===== src/rtl/gpio_irq_pkg.sv =====
`default_nettype none
// ============================================================
// Module : gpio_irq_pkg
// Desc   : Shared constants and helpers for the gpio_irq block.
// Rev    : 1.0
// ============================================================
package gpio_irq_pkg;

    localparam int unsigned PIN_MAX = 32;
    localparam int unsigned DBNC_W  = 16;

    localparam logic [2:0] REG_LEVEL   = 3'd0;
    localparam logic [2:0] REG_ENABLE  = 3'd1;
    localparam logic [2:0] REG_RISE    = 3'd2;
    localparam logic [2:0] REG_BOTH    = 3'd3;
    localparam logic [2:0] REG_PENDING = 3'd4;
    localparam logic [2:0] REG_DBNC    = 3'd5;

    function automatic logic [31:0] sel_to_mask(input logic [3:0] sel);
        return {{8{sel[3]}}, {8{sel[2]}}, {8{sel[1]}}, {8{sel[0]}}};
    endfunction

endpackage
`default_nettype wire


===== src/rtl/gpio_irq_sync.sv =====
`default_nettype none
// ============================================================
// Module : gpio_irq_sync
// Desc   : Per-pin two-flop synchroniser with optional tick-sampled
//          debounce filter (GPIO_IRQ_DEBOUNCE_EN).
// Rev    : 1.0
// ============================================================
module gpio_irq_sync
    import gpio_irq_pkg::*;
(
    input  logic clk_i,
    input  logic rst_ni,
    input  logic tick_i,
    input  logic pin_i,
    output logic cur_o
);

    logic sync1_q, sync2_q;

    always_ff @(posedge clk_i or negedge rst_ni) begin
        if (!rst_ni) begin
            sync1_q <= 1'b0;
            sync2_q <= 1'b0;
        end else begin
            sync1_q <= pin_i;
            sync2_q <= sync1_q;
        end
    end

`ifdef GPIO_IRQ_DEBOUNCE_EN
    logic samp_q, filt_q;

    // Output only moves when two consecutive tick samples agree.
    always_ff @(posedge clk_i or negedge rst_ni) begin
        if (!rst_ni) begin
            samp_q <= 1'b0;
            filt_q <= 1'b0;
        end else if (tick_i) begin
            samp_q <= sync2_q;
            if (sync2_q == samp_q) begin
                filt_q <= sync2_q;
            end
        end
    end

    assign cur_o = filt_q;
`else
    logic w_unused_tick;
    assign w_unused_tick = tick_i;
    assign cur_o         = sync2_q;
`endif

endmodule
`default_nettype wire


===== src/rtl/gpio_irq.sv =====
`default_nettype none
// ============================================================
// Module : gpio_irq
// Desc   : GPIO edge-interrupt front-end with Wishbone registers.
//          Optional debounce prescaler/filter: GPIO_IRQ_DEBOUNCE_EN.
// Rev    : 1.0
// ============================================================
module gpio_irq
    import gpio_irq_pkg::*;
#(
    parameter int unsigned PIN_NUM = 10
) (
    input  logic               clk_i,
    input  logic               rst_ni,
    input  logic               cyc_i,
    input  logic               stb_i,
    input  logic [31:0]        adr_i,
    input  logic               we_i,
    input  logic [3:0]         sel_i,
    input  logic [31:0]        dat_i,
    output logic [31:0]        dat_o,
    output logic               ack_o,
    input  logic [PIN_NUM-1:0] pin_i,
    output logic               irq_o
);

    logic               w_cs, w_wr, w_tick;
    logic [31:0]        w_bmask, w_rd;
    logic [PIN_NUM-1:0] w_m, w_wd, w_cur, w_rise, w_fall, w_hit, w_clr;
    logic [DBNC_W-1:0]  w_dbnc_rd;
    logic               w_unused_bits;

    logic               ack_q, ack_d, irq_q, irq_d;
    logic [PIN_NUM-1:0] enable_q, enable_d, rise_q, rise_d, both_q, both_d;
    logic [PIN_NUM-1:0] pending_q, pending_d, prev_q;

    assign w_cs    = cyc_i & stb_i;
    assign w_wr    = w_cs & we_i & ~ack_q;
    assign w_bmask = sel_to_mask(sel_i);
    assign w_m     = w_bmask[PIN_NUM-1:0];
    assign w_wd    = dat_i[PIN_NUM-1:0];
    assign w_unused_bits = ^{adr_i, dat_i, w_bmask};

`ifdef GPIO_IRQ_DEBOUNCE_EN
    logic [DBNC_W-1:0] dbnc_q, dbnc_d, cnt_q, cnt_d;

    assign w_tick    = (cnt_q == dbnc_q);
    assign w_dbnc_rd = dbnc_q;

    always_comb begin
        dbnc_d = dbnc_q;
        cnt_d  = w_tick ? '0 : cnt_q + DBNC_W'(1);
        if (w_wr && (adr_i[4:2] == REG_DBNC)) begin
            dbnc_d = (dbnc_q & ~w_bmask[DBNC_W-1:0]) | (dat_i[DBNC_W-1:0] & w_bmask[DBNC_W-1:0]);
            cnt_d  = '0;
        end
    end

    always_ff @(posedge clk_i or negedge rst_ni) begin
        if (!rst_ni) begin
            dbnc_q <= '0;
            cnt_q  <= '0;
        end else begin
            dbnc_q <= dbnc_d;
            cnt_q  <= cnt_d;
        end
    end
`else
    assign w_tick    = 1'b1;
    assign w_dbnc_rd = '0;
`endif

    for (genvar i = 0; i < PIN_NUM; i++) begin : g_pin
        gpio_irq_sync u_sync (
            .clk_i  (clk_i),
            .rst_ni (rst_ni),
            .tick_i (w_tick),
            .pin_i  (pin_i[i]),
            .cur_o  (w_cur[i])
        );
    end

    assign w_rise = w_cur & ~prev_q;
    assign w_fall = ~w_cur & prev_q;
    assign w_hit  = (both_q & (w_rise | w_fall))
                  | (~both_q & rise_q & w_rise)
                  | (~both_q & ~rise_q & w_fall);

    // Hit is OR-ed after the clear so a coincident set wins.
    always_comb begin
        enable_d = enable_q;
        rise_d   = rise_q;
        both_d   = both_q;
        w_clr    = '0;
        if (w_wr) begin
            case (adr_i[4:2])
                REG_ENABLE:  enable_d = (enable_q & ~w_m) | (w_wd & w_m);
                REG_RISE:    rise_d   = (rise_q & ~w_m) | (w_wd & w_m);
                REG_BOTH:    both_d   = (both_q & ~w_m) | (w_wd & w_m);
                REG_PENDING: w_clr    = w_wd & w_m;
                default: ;
            endcase
        end
        pending_d = (pending_q & ~w_clr) | w_hit;
        ack_d     = w_cs & ~ack_q;
        irq_d     = |(pending_q & enable_q);
    end

    always_ff @(posedge clk_i or negedge rst_ni) begin
        if (!rst_ni) begin
            ack_q     <= 1'b0;
            irq_q     <= 1'b0;
            enable_q  <= '0;
            rise_q    <= '0;
            both_q    <= '0;
            pending_q <= '0;
            prev_q    <= '0;
        end else begin
            ack_q     <= ack_d;
            irq_q     <= irq_d;
            enable_q  <= enable_d;
            rise_q    <= rise_d;
            both_q    <= both_d;
            pending_q <= pending_d;
            prev_q    <= w_cur;
        end
    end

    always_comb begin
        w_rd = '0;
        case (adr_i[4:2])
            REG_LEVEL:   w_rd[PIN_NUM-1:0] = w_cur;
            REG_ENABLE:  w_rd[PIN_NUM-1:0] = enable_q;
            REG_RISE:    w_rd[PIN_NUM-1:0] = rise_q;
            REG_BOTH:    w_rd[PIN_NUM-1:0] = both_q;
            REG_PENDING: w_rd[PIN_NUM-1:0] = pending_q;
            REG_DBNC:    w_rd[DBNC_W-1:0]  = w_dbnc_rd;
            default: ;
        endcase
    end

    assign dat_o = w_rd;
    assign ack_o = ack_q;
    assign irq_o = irq_q;

endmodule
`default_nettype wire


===== config.mk =====
export PLATFORM = sky130hd
export DESIGN_NAME = gpio_irq
export DESIGN_NICKNAME = d
export VERILOG_FILES = /design/src/rtl/gpio_irq_pkg.sv /design/src/rtl/gpio_irq_sync.sv /design/src/rtl/gpio_irq.sv
export SDC_FILE = /design/constraint.sdc
export NUM_CORES = 1
export LEC_CHECK = 0
export CAP_MARGIN = 30
export CORE_ASPECT_RATIO = 0.7
export CORE_MARGIN = 2
export CORE_UTILIZATION = 30
export DETAILED_ROUTE_END_ITERATION = 12
export SYNTH_ARGS = -nofsm -noshare
export SYNTH_HDL_FRONTEND = slang
export SYNTH_SLANG_ARGS = --single-unit
export TNS_END_PERCENT = 1

===== constraint.sdc =====
create_clock -name clk_i -period 3.8 [get_ports clk_i]
set_clock_uncertainty 0.1 [all_clocks]
set_input_delay 0.95 -clock clk_i [delete_from_list [all_inputs] [get_ports clk_i]]
set_output_delay 0.95 -clock clk_i [all_outputs]
set_load 0.005 [all_outputs]

==> impl_summary.md <==
Placed design
Routability-driven placement finished with a final weighted congestion of 0.817. The cell area after placement is 4150 µm². Summed over all nets, the half-perimeter wirelength after detailed placement is ~5200 µm.

The number of port buffers is 41.

Yosys
The unique cell type count in the Yosys netlist is 33. The flip-flop and latch count after synthesis is 72. Dividing the synthesized area by the synthesized cell count gives around 12 µm². Sequential cells were found to cover 50.1% of the synthesized design area. During synthesis, Yosys emitted a total of 0 warnings.

The cell count after synthesis came out at between 200 and 300. After synthesis the cells add up to 3590 µm².

Global route
The aggregate global routing overflow is 0. The global-route usage over all layers is 12.6%. The via count of the first global-routing pass is about 2300. The initial antenna violation count is 0. Entering global routing, the biggest net connects 73 pins. The global-route wire length before repair is 12200 µm.

Timing
For this run, the top clock speed supported by timing is approximately 270 MHz. In the finished design, the share of the clock period the worst path needs comes to between 90 and 100%. After layout, the minimum clock period comes to 3.73 ns. Setup repair after global routing left no endpoint under its margin.

The setup TNS is 0 ns. At the pin with the least slew margin, the transition time is roughly 0.64 ns. The number of hold-slack violations in the final timing report came to 0. Setup violations remaining at the end of the flow were counted as 0. The max-slew headroom at the worst pin is 57.1%. The number of max-slew violations in the final report came to 0.

Worst setup path
The number of buffers and inverters on the critical path is 3. Data on the critical path is required at its endpoint by between 2 and 3 ns. For this run, the slowest stage of the critical path takes ~0.55 ns.

The launching element type of the critical path is an input pin. The kind of cell with the highest combined delay along the critical path is buffers and inverters. Walking the worst path, the cells encountered are clkdlybuf4s50_1 > nor2b_2 > buf_4 > a22oi_1 > o22ai_1 > clkdlybuf4s50_1. The arrival time reported for the critical path endpoint is 2.68 ns. The critical path runs through a total of 6 cells. Counting cells, the worst reg-to-reg path comes to 3. In this run the worst path has a maximum fanout of 5.

The worst setup path is captured at a primary output. The slowest cell on the critical path is clkdlybuf4s50_1. By instance count, the cell type seen most on the critical path is clkdlybuf4s50_1.

The worst setup path category is input pin to primary output.

Route
The number of search-and-repair iterations in the first detailed-routing pass is 4. After detailed routing, the number of remaining DRC violations is 0. The vias after detailed routing is approximately 2400. The detail-routed net length per standard cell is about 15 µm.

The remaining number of nets flagged by the antenna check after routing is 0. Using the TritonRoute via totals, the vias-per-cell ratio works out to 4.68. Wires add up to 7530 µm. The number of design-rule violations left by the first detailed-router iteration is 198.

Finish
The net count of the finished layout is ~450. 0 antenna diodes ended up in the layout. Once layout is done, the placed cells without fillers occupy ~4500 µm².

The library cells used most frequently in the layout, excluding fill and tap cells, are dfrtp_1 (72), clkdlybuf4s50_1 (39), inv_1 (30). The layout overhead on the synthesized area is 25.7%. The library cell used most frequently in the layout, excluding fill and tap cells, is dfrtp_1. The share of final-layout standard cells stronger than drive strength 1 is 15.0%.

Clock tree
In this run, post-CTS hold repair placed 0 buffers. The total clock sinks is 72. After clock tree synthesis, the clock-pin slew on the worst setup and hold paths is 0.06 ns. TritonCTS built the clock tree. The number of buffers on the longest clock path is 2.

The total number of H-tree levels is 3. Clock latency on the worst-skew pair, taken at its later pin, is 0.33 ns. Buffers inserted during clock tree synthesis total 9. The root buffer cell chosen for the clock tree is clkbuf_16.

Power and ir drop
Cell internal power was estimated by the tool at 1.43 mW. Net switching is 25.0% of the power. The static leakage is 2.09 nW. The clock network accounts for 40.4% of the total power. For this design the total switching power over the nets is 0.477 mW. VDD sags by at most 0.195 mV. For this design the ratio of total power to cell area is 422 nW/µm².

The total design power is roughly 1.9 mW. The relative contribution of sequential cells to total power is 45.9%. Of the total power, combinational logic draws a little over an eighth.

Floorplan
The cell row count is 33. The core box area is between 10000 and 15000 µm². The die is about 96 µm tall.

The floorplan die area is approximately 13000 µm². The effective utilization at floorplan is around 31%. The I/O pin count is 117. The horizontal die dimension is 135 µm.

Hold path
The path class of the lowest-slack min-delay path is register to register. Counting instances, the worst hold path has a depth of 0.

Job
Across the run, the number of max-cap violations was 0.

Status
The flow ran to the end, and the final reports show no timing, DRC or antenna violations.
==> metrics by stage <==
| stage | utilization, % | worst slack [ns] | cells | hold WS [ns] |
|---|---|---|---|---|
| 2_1_floorplan | - | 0.834 | 309 | 0.231 |
| 6_report | 38.7 | 0.0671 | 504 | 0.246 |
| 3_3_place_gp | 35.5 | -0.0219 | 484 | 0.231 |
| 3_5_place_dp | 35.5 | -0.0326 | 484 | 0.235 |
| 4_1_cts | 37.9 | -0.0245 | 500 | 0.248 |
| 5_1_grt | 38.7 | 0.000411 | 504 | 0.252 |
==> path summary, 6_finish.rpt <==
check / startpoint / endpoint / slack [ns]
setup / recovery: adr_i[4] / dat_o[0] / 0.07
hold / removal: g_pin[3].u_sync.sync1_q / g_pin[3].u_sync.cur_o / 0.25
setup reg to reg: ack_o / register / 1.73
hold reg to reg: g_pin[3].u_sync.sync1_q / g_pin[3].u_sync.cur_o / 0.25
max in group asynchronous: rst_ni / prev_q[8] / 2.77
min in group asynchronous: rst_ni / g_pin[2].u_sync.sync1_q / 0.30
==> cell type report <==
type | count | area, µm²
Fill cell | 1134 | 7170
Multi-Input combinational cell | 174 | 1550
Sequential cell | 72 | 1800
Timing Repair Buffer | 55 | 578
Tap cell | 157 | 196
Clock buffer | 11 | 243
Clock inverter | 5 | 32.5
Inverter | 30 | 113
==> logic make-up after synthesis <==
logic type | after synthesis | share of synthesized area [%]
DFF | 72 | 50.1
muxes | 51 | 16.4
AOI/OAI and AO/OA | 45 | 9.82
buffers and inverters | 64 | 9.75
adders and majority gates | 20 | 6.96
and+or+nand+nor | 35 | 6.86
other | 1 | 0.104
==> worst reg2reg max path, delay by kind of cell, from the launching register on <==
kind | cells | cell delay, ns
mux | 1 | 0.33
flops | 1 | 0.39
simple gates | 2 | 1.15
==> power groups by stage <==
stage	Clock (mW)	Sequential [mW]	Combinational [mW]
after floorplan	0	0.876	0.155
after global placement	0	0.885	0.247
after detailed placement	0	0.888	0.252
after CTS	0.800	0.875	0.254
after global routing	0.828	0.885	0.290
final	0.771	0.876	0.259
==> layer usage <==
layer  track usage, %  part of all wire (%)  vias to the layer above
met5                0                     0                        -
met4             3.68                   1.0                        0
met3             4.09                   5.6                        9
met2             18.1                    44                       79
met1             17.9                    49                     1170
li1                 -                     -                     1101
==> cell usage after synthesis, drive strengths merged <==
master   instances  share of area, %
nor2b            1              0.17
and2b            1              0.28
conb             1              0.10
o21a             1              0.21
inv             30               3.1
clkbuf           2              0.21
a22oi           21               4.4
a221oi           1              0.24
and4             1              0.31
nand2            1              0.10
nand4           14               2.9
nand4b           2              0.90
o22ai            9               1.6
o21ai            1              0.14
a221o           10               2.8
and4b            1              0.28
mux2i           12               3.3
nor3b            1              0.52
ha              20               7.0
a22o             1              0.24
mux2            39                13
o2bb2ai          1              0.24
buf             32               6.4
nor2            13               1.4
dfrtp           72                50
==> timing repair <==
action,4_1_cts,5_1_grt
gates resized for setup,1,6
endpoints found under the setup margin,3,9
buffers inserted,0,1
hold endpoints to repair,0,0
cloned,0,2
Power figures use the tool's default switching activity.
